`src/rtl/bufpool_xbar.sv`:
```
// Agent/buffer crossbar for the packet memory: owns per-buffer lifecycle, in-order
// ring pointers and request/grant handshakes for snooper, CPU and forwarder.
//
// state    | meaning
// ---------+-------------------------------------------------
// EMPTY    | free, next candidate for the snooper
// SN       | owned by snooper, being written
// FULL     | packet complete, waiting for the CPU
// CPU      | owned by CPU, being inspected
// PASS     | accepted, waiting for the forwarder
// DROP     | rejected, reclaimed when fwd_ptr reaches it
// FWD      | owned by forwarder, being sent
module bufpool_xbar #(
  parameter int N_BUFS     = 3,
  parameter int ADDR_WIDTH = 10,
  parameter int WR_WIDTH   = 64,
  parameter int RD_WIDTH   = 64,
  parameter int PLEN_WIDTH = 32,
  localparam int IDX_W = $clog2(N_BUFS),
  localparam int CNT_W = $clog2(N_BUFS+1)
) (
  input  logic                                     clk,
  input  logic                                     rst,
  input  logic                                     sn_req,
  output logic                                     sn_gnt,
  input  logic                                     sn_done,
  input  logic [ADDR_WIDTH+WR_WIDTH:0]             from_sn,
  input  logic                                     cpu_req,
  output logic                                     cpu_gnt,
  input  logic                                     cpu_acc,
  input  logic                                     cpu_rej,
  input  logic [ADDR_WIDTH:0]                      from_cpu,
  output logic [RD_WIDTH+PLEN_WIDTH-1:0]           to_cpu,
  input  logic                                     fwd_req,
  output logic                                     fwd_gnt,
  input  logic                                     fwd_done,
  input  logic [ADDR_WIDTH:0]                      from_fwd,
  output logic [RD_WIDTH+PLEN_WIDTH-1:0]           to_fwd,
  output logic [N_BUFS*(ADDR_WIDTH+WR_WIDTH+2)-1:0] to_bufs,
  input  logic [N_BUFS*(RD_WIDTH+PLEN_WIDTH)-1:0]  from_bufs,
  output logic [CNT_W-1:0]                         n_full
);

  localparam int BW = ADDR_WIDTH + WR_WIDTH + 2;
  localparam int RW = RD_WIDTH + PLEN_WIDTH;

  typedef enum logic [2:0] {
    ST_EMPTY, ST_SN, ST_FULL, ST_CPU, ST_PASS, ST_DROP, ST_FWD
  } buf_state_t;

  buf_state_t st_q [N_BUFS];
  buf_state_t st_d [N_BUFS];

  logic [IDX_W-1:0] sn_ptr, cpu_ptr, fwd_ptr;
  logic [IDX_W-1:0] sn_ptr_d, cpu_ptr_d, fwd_ptr_d;
  logic             sn_gnt_d, cpu_gnt_d, fwd_gnt_d;
  logic [CNT_W-1:0] n_full_d;

  buf_state_t st_at_sn, st_at_cpu, st_at_fwd;
  logic       sn_grant, sn_rel, cpu_grant, cpu_rel, fwd_grant, fwd_rel, reclaim;

  function automatic logic [IDX_W-1:0] ptr_inc(input logic [IDX_W-1:0] p);
    return (p == IDX_W'(N_BUFS-1)) ? '0 : p + IDX_W'(1);
  endfunction

  // Mux out the state each pointer currently looks at.
  always_comb begin
    st_at_sn  = ST_EMPTY;
    st_at_cpu = ST_EMPTY;
    st_at_fwd = ST_EMPTY;
    for (int i = 0; i < N_BUFS; i++) begin
      if (sn_ptr  == IDX_W'(i)) st_at_sn  = st_q[i];
      if (cpu_ptr == IDX_W'(i)) st_at_cpu = st_q[i];
      if (fwd_ptr == IDX_W'(i)) st_at_fwd = st_q[i];
    end
  end

  always_comb begin
    sn_grant  = sn_req  && !sn_gnt  && (st_at_sn  == ST_EMPTY);
    sn_rel    = sn_done && sn_gnt;
    cpu_grant = cpu_req && !cpu_gnt && (st_at_cpu == ST_FULL);
    cpu_rel   = (cpu_acc || cpu_rej) && cpu_gnt;
    fwd_grant = fwd_req && !fwd_gnt && (st_at_fwd == ST_PASS);
    fwd_rel   = fwd_done && fwd_gnt;
    reclaim   = !fwd_gnt && (st_at_fwd == ST_DROP);
  end

  // Every event targets a buffer in a distinct state, so they never collide.
  always_comb begin
    for (int i = 0; i < N_BUFS; i++) begin
      st_d[i] = st_q[i];
      if (sn_ptr == IDX_W'(i)) begin
        if (sn_grant)    st_d[i] = ST_SN;
        else if (sn_rel) st_d[i] = ST_FULL;
      end
      if (cpu_ptr == IDX_W'(i)) begin
        if (cpu_grant)    st_d[i] = ST_CPU;
        else if (cpu_rel) st_d[i] = cpu_rej ? ST_DROP : ST_PASS;
      end
      if (fwd_ptr == IDX_W'(i)) begin
        if (fwd_grant)              st_d[i] = ST_FWD;
        else if (fwd_rel || reclaim) st_d[i] = ST_EMPTY;
      end
    end

    sn_gnt_d  = sn_grant  ? 1'b1 : (sn_rel  ? 1'b0 : sn_gnt);
    cpu_gnt_d = cpu_grant ? 1'b1 : (cpu_rel ? 1'b0 : cpu_gnt);
    fwd_gnt_d = fwd_grant ? 1'b1 : (fwd_rel ? 1'b0 : fwd_gnt);

    sn_ptr_d  = sn_rel  ? ptr_inc(sn_ptr)  : sn_ptr;
    cpu_ptr_d = cpu_rel ? ptr_inc(cpu_ptr) : cpu_ptr;
    fwd_ptr_d = (fwd_rel || reclaim) ? ptr_inc(fwd_ptr) : fwd_ptr;

    n_full_d = '0;
    for (int i = 0; i < N_BUFS; i++) begin
      if (st_d[i] == ST_FULL) n_full_d = n_full_d + CNT_W'(1);
    end
  end

  always_ff @(posedge clk) begin
    if (rst) begin
      for (int i = 0; i < N_BUFS; i++) st_q[i] <= ST_EMPTY;
      sn_ptr  <= '0;
      cpu_ptr <= '0;
      fwd_ptr <= '0;
      sn_gnt  <= 1'b0;
      cpu_gnt <= 1'b0;
      fwd_gnt <= 1'b0;
      n_full  <= '0;
    end else begin
      for (int i = 0; i < N_BUFS; i++) st_q[i] <= st_d[i];
      sn_ptr  <= sn_ptr_d;
      cpu_ptr <= cpu_ptr_d;
      fwd_ptr <= fwd_ptr_d;
      sn_gnt  <= sn_gnt_d;
      cpu_gnt <= cpu_gnt_d;
      fwd_gnt <= fwd_gnt_d;
      n_full  <= n_full_d;
    end
  end

  // Buffer-side mux: each slice is steered by its owner, idle buffers see zeros.
  always_comb begin
    to_bufs = '0;
    for (int i = 0; i < N_BUFS; i++) begin
      case (st_q[i])
        ST_SN:   to_bufs[i*BW +: BW] = {from_sn, 1'b0};
        ST_CPU:  to_bufs[i*BW +: BW] = {from_cpu[ADDR_WIDTH:1], {WR_WIDTH{1'b0}}, 1'b0, from_cpu[0]};
        ST_FWD:  to_bufs[i*BW +: BW] = {from_fwd[ADDR_WIDTH:1], {WR_WIDTH{1'b0}}, 1'b0, from_fwd[0]};
        default: to_bufs[i*BW +: BW] = '0;
      endcase
    end
  end

  always_comb begin
    to_cpu = '0;
    to_fwd = '0;
    for (int i = 0; i < N_BUFS; i++) begin
      if (cpu_gnt && cpu_ptr == IDX_W'(i)) to_cpu = from_bufs[i*RW +: RW];
      if (fwd_gnt && fwd_ptr == IDX_W'(i)) to_fwd = from_bufs[i*RW +: RW];
    end
  end

endmodule

```
`config.mk`:
```
export PLATFORM = sky130hd
export DESIGN_NAME = bufpool_xbar
export DESIGN_NICKNAME = d
export VERILOG_FILES = /design/src/rtl/bufpool_xbar.sv
export SDC_FILE = /design/constraint.sdc
export NUM_CORES = 1
export LEC_CHECK = 0
export CELL_PAD_IN_SITES_DETAIL_PLACEMENT = 1
export CELL_PAD_IN_SITES_GLOBAL_PLACEMENT = 2
export CORE_AREA = 2 2 319 321
export DETAILED_ROUTE_END_ITERATION = 10
export DIE_AREA = 0 0 321 323
export PLACE_DENSITY = 0.63
export SLEW_MARGIN = 0
export SYNTH_ARGS = -nofsm -noshare
export SYNTH_HDL_FRONTEND = slang
export SYNTH_SLANG_ARGS = --single-unit
```
`constraint.sdc`:
```
create_clock -name clk -period 5.1 [get_ports clk]
set_input_delay 1.53 -clock clk [delete_from_list [all_inputs] [get_ports clk]]
set_output_delay 1.53 -clock clk [all_outputs]
set_load 0.02 [all_outputs]
```
# Word level (Yosys, flattened, before mapping)
# Memories as Yosys holds them, arrays and structs flattened.
# Index checks and enable logic that the tools add are counted.
# totals
ram_bits	9
mem_count	1
in_bits	394
wordCells	129
register_bits	11
out_inout_bits	425
# op_classes
n_reduce_logical	28
n_eq_ne	21
bitwise	3
mux	64
add_sub_neg	5
# memory_table
name	words	width	rd	rd_clocked_by_memory_dff	wr	line_no	rtl
st_q	3	3	3	0	3	51	buf_state_t st_q [N_BUFS];
# op_table
op	count
$pmux W76 S3	3
$mux W96	6
$mux W3	39
$eq A3 B2 Y1 const B	7
$logic_and A1 B1 Y1	16
$eq A3 B3 Y1 const B	5
$mux W1	11
$add A2 B1 Y2 const B	5
$mux W2	5
$eq A3 B1 Y1 const B	3
$eq A2 B1 Y1 const B	3
$eq A2 B2 Y1 const B	3
$logic_not A2 Y1	3
$reduce_bool A2 Y1	3
$logic_not A1 Y1	3
$logic_not A3 Y1	1
$or A1 B1 Y1	3
$logic_or A1 B1 Y1	2

# Depth between registers and ports, before layout
# depth
ltp_word	20
ltp_mapped	10
depth_no_buf	8

# Worst setup path before layout
# Ideal clock, no wire load.
# synth_path
path_kind	input to output
startpoint	input from_cpu[0]
endpoint	output to_bufs[152]
t_required_ns	3.570
path_buffers	0
path_slack_ns	1.382
path_stages	3
arrival_time_ns	2.188
path_cell_list	inv_1 or2_2 a21oi_1
# synth_between
elab_chain_cells	1
# synth_rtl
element	line_no	rtl
start: declaration	32	input logic [ADDR_WIDTH:0] from_cpu,
$pmux W76 S3	146	case (st_q[i])
end: declaration	39	output logic [N_BUFS*(ADDR_WIDTH+WR_WIDTH+2)-1:0] to_bufs,
# Every way passes these cells.

# Final worst setup path
# layout_path
startpoint	input from_bufs[101]
endpoint	output to_cpu[5]
# layout_between
elab_chain_cells	2
# layout_rtl
element	line_no	rtl
start: declaration	40	input logic [N_BUFS*(RD_WIDTH+PLEN_WIDTH)-1:0] from_bufs,
$mux W96 (2 in series)	159	if (cpu_gnt && cpu_ptr == IDX_W'(i)) to_cpu = from_bufs[i*RW +: RW];
end: declaration	33	output logic [RD_WIDTH+PLEN_WIDTH-1:0] to_cpu,
# Every way passes these cells.

==> impl_metrics.tcl <==
set metrics [dict create \
    outcome "complete, no violations" \
    nFillCells 12200 \
    grt-ovfl-total 0 \
    worstSkewPairLatency_ps 250 \
    synth_nets 1731 \
    cts_htree_levels 1 \
    drc 0 \
    layout.nets 2485 \
    start_util 0.0814 \
    netlist_instances 1335 \
    r2r-start "fwd_ptr[0]" \
    rsz0062_at_grt "no" \
    synth_top_area_frac 0.260 \
    ys_seq_area_frac 0.0488 \
    maxCapViolations 0 \
    avgSynthCellArea_um2 6.14 \
    final_common_cell "clkdlybuf4s50_1" \
    cts_made_buffers 3 \
    ys_warn_count 0 \
    preCtsSetupSlack_ps 117 \
    layout_setup_ws_ps 90.4 \
    path_class "in2out" \
    dr.pass1.iters 4 \
    holdCritStartpoint "sn_ptr[1]" \
    clk_path_buf_depth 2 \
    drive_gt1_frac 0.0445 \
    final_cell_mix "clkdlybuf4s50_1 (807), and2_1 (292), mux2i_1 (213)" \
    start_kind "input port" \
    dpl_cell_area_mm2 0.0181 \
    netlist_top_cells_area "mux2i_1 (26%), and2_1 (22%), nor2_1 (9.5%)" \
    placed_cells 3393 \
    gp_congestion 0.832 \
    num_rows 117 \
    maxSlewViolCount 0 \
    dp_hpwl_um 64500 \
    worst_hold_path.endpoint "sn_ptr[1]" \
    cp-startpoint "from_bufs[101]" \
    cts_tree "done" \
    ys_ff_latch 20 \
    instances_no_fill 3399 \
    finalCritPeriodShare 0.982 \
    drt_wl_total_um 78200 \
    p_leak_nw 5.85 \
    max_freq_mhz 200 \
    setup_viol 0 \
    postCtsHoldBufs 0 \
    path_clk_slew_ps 60 \
    cts_sinks 20 \
    rrSetupSlack_ps 1750 \
    synth_edf_count 0 \
    max_slew.worst_pin.slew_ps 814 \
    grt_pass1_wl_um 106000 \
    required_ps 3570 \
    die_x_um 321 \
    area_growth_pct 122 \
    vias 12600 \
    ys_types 55 \
    hold_class "reg2reg" \
    crit_fanout 2 \
    io_buffers 818 \
    netlist_area_mm2 0.00820 \
    die_y_um 323 \
    whs_path_depth 2 \
    r2r-end "n_full[0]" \
    total_power_mw 1.68 \
    peakVddDrop_mv 0.138 \
    grtUsageTotal 0.142 \
    rr_worst_depth 9 \
    ant_nets 0 \
    grt_antenna_before_repair 12 \
    wl_per_cell_um 23.0 \
    post_cts_buffers 0 \
    finalHoldViolations 0 \
    finalSetupTns_ps 0 \
    first_iter_violations 379 \
    io_pins 819 \
    grt_pass1_vias 12700 \
    end_kind "primary output" \
    synth_area_leader_cell "mux2i_1" \
    die_area_mm2 0.104 \
    period_needed_ps 5010 \
    ys.flop_type "dfxtp_1" \
    root_buffer "clkbuf_16" \
    arrival_ps 3480 \
    skew_ps 3.34 \
    core-area_mm2 0.101 \
    async_flop_share 0 \
    final_area_mm2 0.0182 \
    grt_max_degree 106 \
    viasPerCell 3.70 \
    slew-limit-headroom 0.457 \
    powerDensity_mw_per_mm2 92.5 \
]
-- cell families (layout without fill, tap and decap cells) --
group / count (synthesis) / count (layout) / share of synthesized area
buf+inv: 129 / 882 / 0.0640
simple gates: 686 / 686 / 0.429
fa+ha+maj: 2 / 2 / 0.00305
mux: 216 / 216 / 0.264
other cells: 0 / 2 / 0
compound gates: 282 / 282 / 0.191
flops: 20 / 20 / 0.0488
-- repair_timing --
action / in CTS / in global routing
endpoints found under the hold margin: 0 / 0
endpoints found under the setup margin: 0 / 1
gates resized for setup: 0 / 1
-- cell type report --
type / instances / area [um2] / area share
flip-flops and latches: 20 / 419 / 0.0230
well taps: 1309 / 1640 / 0.0900
multi-input cells: 1186 / 7310 / 0.402
inverters: 6 / 25.0 / 0.00138
repair buffers: 872 / 8720 / 0.479
clock buffers: 3 / 75.1 / 0.00413
clock inverters: 1 / 3.75 / 0.000206
diodes: 2 / 5.00 / 0.000275
-- per-layer routing --
layer  routed length [um]  GRT usage
met1                32500      0.171
met4                  355    0.00602
met5                   53          0
met2                40400      0.268
met3                 4930     0.0306
-- synthesized netlist by cell type, types with 6 or more instances --
library cell and instances:
buf_2 26, a22o_1 20, a21oi_1 114, mux2i_1 213, and2_1 292, nand2b_1 9, nor3_1 6, dfxtp_1 20
nand2_1 132, nor2b_1 9, clkbuf_1 84, nor2_1 208, o21ai_0 123, buf_1 12
-- worst max path at each step --
stage                         to  cells after the start
detailed placement    to_cpu[16]                      6
CTS                   to_cpu[16]                      6
global placement       to_cpu[5]                      6
floorplan           to_bufs[152]                      3
finish                 to_cpu[5]                      6
global route           to_cpu[5]                      6
-- flip-flops by register name (all words and copies together), names as in the netlist --
register  count
sn_ptr        2
cpu_ptr       2
n_full        2
fwd_gnt       1
fwd_ptr       2
cpu_gnt       1
st_q          9
sn_gnt        1
-- worst max-delay path, stage by stage --
cell and delay, ps:
clkdlybuf4s50_1 500, mux2i_1 90, o21ai_0 400, buf_4 190
and2_1 120, clkdlybuf4s50_1 650
-- power by group --
| part | total, mW | leakage [nW] | switching [mW] | internal (mW) |
|---|---|---|---|---|
| combinational | 1.33 | 5.65 | 0.647 | 0.683 |
| sequential | 0.186 | 0.166 | 0.0236 | 0.162 |
| clock | 0.165 | 0.0385 | 0.0605 | 0.105 |
-- through the flow --
stage               utilization  hold WS, ps
floorplan                     -          491
global placement          0.180          538
detailed placement        0.180          537
CTS                       0.181          550
global route              0.181          589
finish                    0.181          550
Note: power is estimated with default switching activity, not from simulation.
